==> config.mk <==
export PLATFORM = sky130hd
export DESIGN_NAME = imem_loader
export DESIGN_NICKNAME = d
export VERILOG_FILES = /design/src/rtl/imem_loader.sv
export SDC_FILE = /design/constraint.sdc
export NUM_CORES = 1
export LEC_CHECK = 0
export BUFFER_PORTS_ARGS = -buffer_cell sky130_fd_sc_hd__buf_4
export CORE_UTILIZATION = 50
export DETAILED_ROUTE_END_ITERATION = 7
export HOLD_SLACK_MARGIN = 0.03
export PLACE_DENSITY = 0.69
export SETUP_SLACK_MARGIN = 0.4
export SYNTH_ARGS = -nofsm -noshare
export SYNTH_HDL_FRONTEND = slang
export SYNTH_SLANG_ARGS = --single-unit
==> constraint.sdc <==
create_clock -name clk -period 6.2 [get_ports clk]
set_clock_uncertainty 0.05 [all_clocks]
set_input_delay 0.93 -clock clk [delete_from_list [all_inputs] [get_ports clk]]
set_output_delay 0.93 -clock clk [all_outputs]
set_load 0.01 [all_outputs]
==> src/rtl/imem_loader.sv <==
// Boot loader: length-prefixed byte stream -> IMEM words; holds the CPU in reset until loaded.
// Optional trailing XOR checksum byte enabled by defining LOADER_CHECKSUM_EN.
module imem_loader #(
    parameter int unsigned im_size   = 16,
    parameter int unsigned word_size = 16
) (
    input  logic                 clk,
    input  logic                 rst_n,
    input  logic [7:0]           in_data,
    input  logic                 in_valid,
    output logic                 in_ready,
    output logic                 imem_we,
    output logic [im_size-1:0]   imem_addr,
    output logic [word_size-1:0] imem_wdata,
    output logic                 cpu_rst,
    input  logic                 load,
    output logic                 done,
    output logic                 error
);

    localparam int unsigned CW = im_size + 1;
    localparam int unsigned LW = (CW > 16) ? CW : 16;
    localparam logic [LW-1:0] MAX_LEN = LW'(1) << im_size;

    typedef enum logic [3:0] {
        S_LEN_HI,
        S_LEN_LO,
        S_WORD_HI,
        S_WORD_LO,
        S_WRITE,
        S_DONE,
        S_ERR
`ifdef LOADER_CHECKSUM_EN
        , S_CSUM
`endif
    } state_t;

    state_t        state;
    logic [7:0]    len_hi;
    logic [7:0]    word_hi;
    logic [CW-1:0] len;
    logic [CW-1:0] count;
    logic [LW-1:0] new_len;
    logic          xfer;
`ifdef LOADER_CHECKSUM_EN
    logic [7:0]    csum;
`endif

    assign new_len = LW'({len_hi, in_data});
    assign xfer    = in_valid & in_ready;

    // Ready is a pure state decode, forced low while reset is asserted.
    always_comb begin
        in_ready = 1'b0;
        case (state)
            S_LEN_HI, S_LEN_LO, S_WORD_HI, S_WORD_LO: in_ready = rst_n;
`ifdef LOADER_CHECKSUM_EN
            S_CSUM:                                   in_ready = rst_n;
`endif
            default:                                  in_ready = 1'b0;
        endcase
    end

    always_ff @(posedge clk) begin
        if (!rst_n) begin
            state      <= S_LEN_HI;
            imem_we    <= 1'b0;
            imem_addr  <= '0;
            imem_wdata <= '0;
            cpu_rst    <= 1'b1;
            done       <= 1'b0;
            error      <= 1'b0;
            len_hi     <= '0;
            word_hi    <= '0;
            len        <= '0;
            count      <= '0;
`ifdef LOADER_CHECKSUM_EN
            csum       <= '0;
`endif
        end else begin
            imem_we <= 1'b0;
`ifdef LOADER_CHECKSUM_EN
            if (xfer && state != S_CSUM) csum <= csum ^ in_data;
`endif
            case (state)
                S_LEN_HI: if (xfer) begin
                    len_hi <= in_data;
                    state  <= S_LEN_LO;
                end
                S_LEN_LO: if (xfer) begin
                    len <= CW'(new_len);
                    if (new_len > MAX_LEN) begin
                        state <= S_ERR;
                        error <= 1'b1;
                    end else if (new_len == '0) begin
`ifdef LOADER_CHECKSUM_EN
                        state   <= S_CSUM;
`else
                        state   <= S_DONE;
                        done    <= 1'b1;
                        cpu_rst <= 1'b0;
`endif
                    end else begin
                        state <= S_WORD_HI;
                    end
                end
                S_WORD_HI: if (xfer) begin
                    word_hi <= in_data;
                    state   <= S_WORD_LO;
                end
                S_WORD_LO: if (xfer) begin
                    imem_we    <= 1'b1;
                    imem_wdata <= word_size'({word_hi, in_data});
                    state      <= S_WRITE;
                end
                // Address wraps to 0 after a full-size load; it is never reused.
                S_WRITE: begin
                    imem_addr <= imem_addr + im_size'(1);
                    count     <= count + CW'(1);
                    if (count + CW'(1) == len) begin
`ifdef LOADER_CHECKSUM_EN
                        state   <= S_CSUM;
`else
                        state   <= S_DONE;
                        done    <= 1'b1;
                        cpu_rst <= 1'b0;
`endif
                    end else begin
                        state <= S_WORD_HI;
                    end
                end
`ifdef LOADER_CHECKSUM_EN
                S_CSUM: if (xfer) begin
                    if (csum == in_data) begin
                        state   <= S_DONE;
                        done    <= 1'b1;
                        cpu_rst <= 1'b0;
                    end else begin
                        state <= S_ERR;
                        error <= 1'b1;
                    end
                end
`endif
                S_DONE, S_ERR: if (load) begin
                    state     <= S_LEN_HI;
                    cpu_rst   <= 1'b1;
                    done      <= 1'b0;
                    error     <= 1'b0;
                    imem_addr <= '0;
                    count     <= '0;
                    len       <= '0;
`ifdef LOADER_CHECKSUM_EN
                    csum      <= '0;
`endif
                end
                default: state <= S_LEN_HI;
            endcase
        end
    end

endmodule

==> summary.md, run 1 <==
| Metric | Value |
|---|---|
| Run status | `complete, no violations` |
| DRC | `0` |
| Cts bufs inserted | `9` |
| DR iter-0 viols | `175` |
| Mapped Area | `4290 um^2` |
| Final Hold Vio Count | `0` |
| Headroom to the max-slew limit | `0.297` |
| Initial antenna violation count | `0` |
| DR vias/cell | `5.71` |
| Static Leak | `1.78 nW` |
| Pwr dens | `217 nW/um^2` |
| Drt pass-1 iters | `5` |
| GRT Overall Usage | `0.228` |
| Worst path most repeated cell | `nor2b_1` |
| Class of the tightest hold or removal check | `flop to flop` |
| First-pass GRT wire length | `15800 um` |
| Die Y | `94.6 um` |
| EDFF count, synth | `0` |
| Main synth FF type | `dfxtp_1` |
| Flop2flop setup slack | `3.56 ns` |
| Ys async rst share | `0` |
| Post-synthesis cell type count | `61` |
| WHS Path Cells | `2` |
| Critical path class | `primary input to flop` |
| Fmax | `0.310 GHz` |
| Clk_lat worst skew | `0.37 ns` |
| CTS sink cnt | `88` |
| Fillers | `776` |
| Row cnt | `33` |
| Global route overflow | `0` |
| CORE AREA | `8260 um^2` |
| PostCTS Resize Cnt | `0` |
| Worst path max stage delay | `0.80 ns` |
| Ys Warns | `0` |
| Number of hold buffers added after CTS | `0` |
| Width of the chip | `94.6 um` |
| Reg clk slew, reported paths | `0.09 ns` |
| Avg Inst Size Synth | `8.59 um^2` |
| Sequential area share after synthesis | `0.411` |
| ANT nets after route | `0` |
| Fin. max-slew vios | `0` |
| HPWL after detailed placement | `6650 um` |
| Share of cells above drive strength 1 | `0.159` |
| Average wire per standard cell | `15.0 um` |
| Required time worst endpoint | `6.40 ns` |
| CTS Buffer Depth | `2` |
| CP arrival | `3.43 ns` |
| Min-delay src | `word_hi[7]$_SDFFE_PN0P_` |
| Port bufs | `48` |
| Detailed Route WL | `9620 um` |
| Mapped Nets | `513` |
| Htree depth | `3` |
| R2R Path End | `len[2]$_SDFFE_PN0P_` |
| Setup Viol. Count Final | `0` |
| Crit-path slowest cell | `nor3_2` |
| Worst-margin pin slew | `1.05 ns` |
| Largest net degree at the start of global routing | `76` |
| Vias in the first global route | `3281` |
| R2R depth | `5` |
| Antenna cell count | `0` |
| Flop and latch count out of synthesis | `88` |
| Postcts setup bufs | `0` |
| Tcrit/Tclk final | `0.520` |
| Nets@finish | `545` |
| Post-Route Setup TNS | `0 ns` |
| R2r startpoint | `state[0]$_SDFFE_PN0P_` |
| RePlAce Congestion | `0.835` |
| RSZ-0062 raised after global routing | `false` |
| Crit-path cells | `buf_4, nor2b_1, nand2_1, nor3_2, nor2_1, a22oi_1, nor2b_1` |
| Crit Path Max Fanout | `75` |
| Worst Hold Path EP | `imem_wdata[15]$_SDFFE_PN0P_` |
| Area Overhead vs Synth | `13.9%` |
| Root Driver | `clkbuf_8` |
| Max-Cap Viols | `0` |
| Top Ports | `49` |
| Die area | `8950 um^2` |
| Post-synthesis cell count | `499` |
| Min cycle time layout | `3.23 ns` |
| CTS tree | `yes` |
| Power Total | `1.06 mW` |
| Max IR drop VDD | `143 uV` |
| Routed via count | `3657` |
| Setup crit start kind | `primary input` |
| Initial Util | `0.519` |
| Crit end category | `flop` |
==> per-stage QoR <==
stage / utilization / area [um^2] / hold WS, ns / cells / worst slack, ns
2_1_floorplan: - / 4290 / 0.391 / 499 / 3.81
3_3_place_gp: 0.566 / 4670 / 0.397 / 625 / 2.73
3_5_place_dp: 0.566 / 4670 / 0.411 / 625 / 2.69
4_1_cts: 0.591 / 4880 / 0.426 / 641 / 3.04
5_1_grt: 0.591 / 4880 / 0.445 / 641 / 2.84
6_report: 0.591 / 4880 / 0.421 / 641 / 2.97
==> power by group <==
group          switching [mW]  internal [mW]
clock                   0.223          0.203
sequential            0.00786          0.571
combinational          0.0321         0.0256
==> cell type report <==
type,instances,area [um^2],share of cell area
tap,105,131,0.0269
sequential,88,1760,0.361
timing repair buffer,49,368,0.0753
multi-input combinational,371,2360,0.484
clock inverter,6,75.1,0.0154
inverter,12,45.0,0.00922
clock buffer,10,138,0.0282
==> state kept, by name, summed over array words and instances (netlist names) <==
name        flops
count          17
state           3
len_hi          8
imem_wdata     16
done            1
imem_addr      16
error           1
cpu_rst         1
word_hi         8
len            16
imem_we         1
==> layout by cell type, fill, tap and decap left out, drive strengths merged, types with 2 or more instances in the layout <==
cell    count
o211ai      2
clkbuf     10
o21ai      24
a311oi      2
and3        6
a21oi      13
a31oi       2
and2        4
mux2i      16
clkinv      3
nor2       35
nand2      57
ha          2
xor2       11
a21boi     19
inv        13
or3         7
nor2b      45
a22oi      21
o32ai       2
a22o        3
a211oi      2
nand3      19
buf        49
nor4       11
nand2b      4
o21a        2
a31o        2
dfxtp      88
nand4      10
o22ai       2
nor3       16
xnor2      21
==> synthesized netlist by cell type (2+ instances only) <==
master    instances  area (um^2)
dfxtp_1          88         1760
nand2_1          57          214
nor2b_1          45          282
nor2_1           34          128
a22oi_1          21          158
clkbuf_1         21         78.8
o21ai_0          21          105
xnor2_1          21          184
a21boi_0         19          143
nand3_1          17         85.1
mux2i_1          16          160
nor3_1           14         70.1
a21oi_1          13         65.1
xor2_1           11         96.3
inv_1            10         37.5
nand4_1           8         50.1
nor4_1            8         50.1
and3_1            5         31.3
buf_2             5         25.0
or3_1             5         31.3
a22o_1            3         26.3
and2_1            3         18.8
nand2b_1          3         18.8
o21ai_1           3         15.0
a311oi_1          2         17.5
a31o_2            2         17.5
a31oi_1           2         12.5
ha_1              2         25.0
nand4_2           2         25.0
nor3_2            2         20.0
nor4_2            2         25.0
o211ai_1          2         15.0
o21a_1            2         15.0
o22ai_1           2         12.5
o32ai_1           2         17.5
==> how the worst max path moves through the flow <==
| stage | startpoint | end | slack, ns | depth (start not counted) |
|---|---|---|---|---|
| after floorplan | rst_n | len[10]$_SDFFE_PN0P_ | 3.81 | 7 |
| after global placement | rst_n | len[9]$_SDFFE_PN0P_ | 2.73 | 7 |
| after detailed placement | rst_n | len[1]$_SDFFE_PN0P_ | 2.69 | 7 |
| after CTS | rst_n | len[2]$_SDFFE_PN0P_ | 3.04 | 7 |
| after global routing | rst_n | len[2]$_SDFFE_PN0P_ | 2.84 | 7 |
| final | rst_n | len[2]$_SDFFE_PN0P_ | 2.97 | 7 |
==> kinds of logic after synthesis <==
group / count (synthesis) / share of synthesized area
and+or+nand+nor: 218 / 0.275
AOI/OAI and AO/OA: 102 / 0.166
DFF: 88 / 0.411
buffers and inverters: 40 / 0.0374
xor gates and xnor gates: 32 / 0.0654
muxes: 16 / 0.0374
adders and majority gates: 3 / 0.00817
==> critical path: cells and delay by family <==
| kind | cells | cell delay (ns) |
|---|---|---|
| compound gates | 1 | 0.28 |
| simple gates | 5 | 1.72 |
| buf+inv | 1 | 0.48 |
==> per-layer routing <==
metal,track usage,wire length (um)
met1,0.309,4560
met2,0.347,4290
met3,0.0620,600
met4,0.0821,165
met5,0,0
No activity file was read; power rests on OpenSTA's default activity.
==> inputs of run 2 (changes only) <==
==> constraint.sdc (replaced) <==
create_clock -name clk -period 3.28 [get_ports clk]
set_clock_uncertainty 0.05 [all_clocks]
set_input_delay 0.492 -clock clk [delete_from_list [all_inputs] [get_ports clk]]
set_output_delay 0.492 -clock clk [all_outputs]
set_load 0.01 [all_outputs]
==> run 2 against run 1 <==
  * Core utilization increased by 0.73 points
  * Global-route usage increased by 0.56 points
  * Register-to-register slack got worse by 2.9 ns
  * Critical path depth decreased by 1
  * First-iteration DRC count increased by 20%
  * Sequential power increased by 88%
  * Sequential share of layout area decreased by 0.44 points
  * Flip-flop and latch count unchanged
  * Worst setup slack got worse by 2.3 ns
==> summary.md, run 2 (synthesized netlist as in run 1, its figures left out) <==
| Metric | Value |
|---|---|
| Run status | `complete, no violations` |
| PostCTS Resize Cnt | `0 (unchanged)` |
| DR iter-0 viols | `210 (+20%)` |
| Initial Util | `0.519 (unchanged)` |
| Static Leak | `1.81 nW (+2.1%)` |
| Crit-path cells | `nand4_1, or3_2, xnor2_1, nor4_1, nand4_2, a22o_1` |
| Final Util | `0.599 (+0.00727)` |
| Root Driver | `clkbuf_8` |
| CTS sink cnt | `88 (unchanged)` |
| Htree depth | `3 (unchanged)` |
| Average wire per standard cell | `15.2 um (+1.2%)` |
| Crit-path slowest cell | `or3_2` |
| Crit end category | `flop` |
| Vias in the first global route | `3308 (+0.82%)` |
| Critical Path Source | `count[2]$_SDFFE_PN0P_` |
| Fmax | `0.379 GHz` |
| RePlAce Congestion | `0.872 (+4.4%)` |
| Setup Viol. Count Final | `0 (unchanged)` |
| RSZ-0062 raised after global routing | `false` |
| Required time worst endpoint | `3.48 ns (-2.92 ns)` |
| Max IR drop VDD | `231 uV (+62%)` |
| ANT nets after route | `0 (unchanged)` |
| Top Ports | `49 (unchanged)` |
| Largest net degree at the start of global routing | `46 (-39%)` |
| HPWL after detailed placement | `6640 um (-0.21%)` |
| Drt pass-1 iters | `5 (unchanged)` |
| Fin. max-slew vios | `0 (unchanged)` |
| Post-Route Setup TNS | `0 ns (unchanged)` |
| Antenna cell count | `0 (unchanged)` |
| Post-route insts no fill | `646 (+0.78%)` |
| R2r startpoint | `count[2]$_SDFFE_PN0P_` |
| Tcrit/Tclk final | `0.804` |
| CTS tree | `yes` |
| Min cycle time layout | `2.64 ns` |
| Critical path class | `flop to flop` |
| Commonest non-fill, non-tap cell in the layout | `dfxtp_1` |
| Initial antenna violation count | `0 (unchanged)` |
| Die area | `8950 um^2 (unchanged)` |
| Setup crit start kind | `flop` |
| Share of cells above drive strength 1 | `0.166 (+0.00778)` |
| Headroom to the max-slew limit | `0.446 (+0.148)` |
| GRT Overall Usage | `0.234 (+0.00556)` |
| CTS Buffer Depth | `2 (unchanged)` |
| Detailed Route WL | `9810 um (+2.0%)` |
| Clk_lat worst skew | `0.36 ns (about the same)` |
| Hold WS | `0.367 ns (-0.0538 ns)` |
| Die Y | `94.6 um (unchanged)` |
| Port bufs | `48 (unchanged)` |
| Cts bufs inserted | `9 (unchanged)` |
| Width of the chip | `94.6 um (unchanged)` |
| Final Hold Vio Count | `0 (unchanged)` |
| Placed Cells incl. Taps | `630 (+0.80%)` |
| Reg with most FFs | `count` |
| Min-delay src | `in_data[4]` |
| Power Total | `2.08 mW (+96%)` |
| Postcts setup bufs | `0 (unchanged)` |
| Max-Cap Viols | `0 (unchanged)` |
| CP arrival | `2.84 ns (-0.59 ns)` |
| Nets@finish | `550 (+0.92%)` |
| CORE AREA | `8260 um^2 (unchanged)` |
| Crit Path Max Fanout | `9 (-88%)` |
| First-pass GRT wire length | `16200 um (+3.0%)` |
| Critical path's top delay family | `simple AND/OR/NAND/NOR gates` |
| Pwr dens | `421 nW/um^2 (+94%)` |
| Class of the tightest hold or removal check | `primary input to flop` |
| DRC | `0 (unchanged)` |
| Reg clk slew, reported paths | `0.10 ns (about the same)` |
| Number of hold buffers added after CTS | `0 (unchanged)` |
| DR vias/cell | `5.65 (-0.91%)` |
| Worst path max stage delay | `0.56 ns (-0.24 ns)` |
| Flip-flop count of the largest register after layout | `17 (unchanged)` |
| Global route overflow | `0 (unchanged)` |
| Area Overhead vs Synth | `15.3%` |
| Buf/Inv on CP | `0 (-1)` |
| Commonest non-fill, non-tap cells in the layout | `dfxtp_1 (88), nand2_1 (57), buf_4 (54)` |
| Worst-margin pin slew | `0.827 ns (-0.221 ns)` |
| Routed via count | `3652 (-0.14%)` |
| Row cnt | `33 (unchanged)` |
run 2: worst paths after layout:
path / endpoint / slack [ns] / depth (start not counted)
max: state[1]$_SDFFE_PN0P_ / 0.64 / 6
min: imem_wdata[4]$_SDFFE_PN0P_ / 0.37 / 3
max reg2reg: state[1]$_SDFFE_PN0P_ / 0.64 / 6
min reg2reg: error$_SDFFE_PN0P_ / 0.41 / 1
run 2: cell type report:
type | instances | area [um^2]
well taps | 105 | 131
fillers | 746 | 3310
multi-input cells | 371 | 2360
clock buffers | 10 | 138
flip-flops and latches | 88 | 1760
clock inverters | 6 | 97.6
inverters | 12 | 45.0
repair buffers | 54 | 405
run 2: worst min-delay path: stages:
cell,delay (ns)
buf_4,0.14
nand2_1,0.05
a21boi_0,0.06
run 2: layer usage:
metal / vias up / part of all wire / global-route usage
li1: 1814 / - / -
met1: 1732 / 0.49 / 0.321
met2: 94 / 0.45 / 0.362
met3: 12 / 0.055 / 0.0507
met4: 0 / 0.012 / 0.0783
met5: - / 0 / 0
run 2: where the power goes:
group / switching, mW / internal [mW] / total [mW]
registers: 0.0145 / 1.08 / 1.09
clock network: 0.414 / 0.462 / 0.876
logic: 0.0626 / 0.0503 / 0.113
run 2: per-stage QoR:
step,setup slack [ns],cell area [um^2]
after floorplan,0.984,4290
after global placement,0.800,4710
after detailed placement,0.753,4710
after CTS,0.707,4940
after global routing,0.486,4940
final,0.644,4940
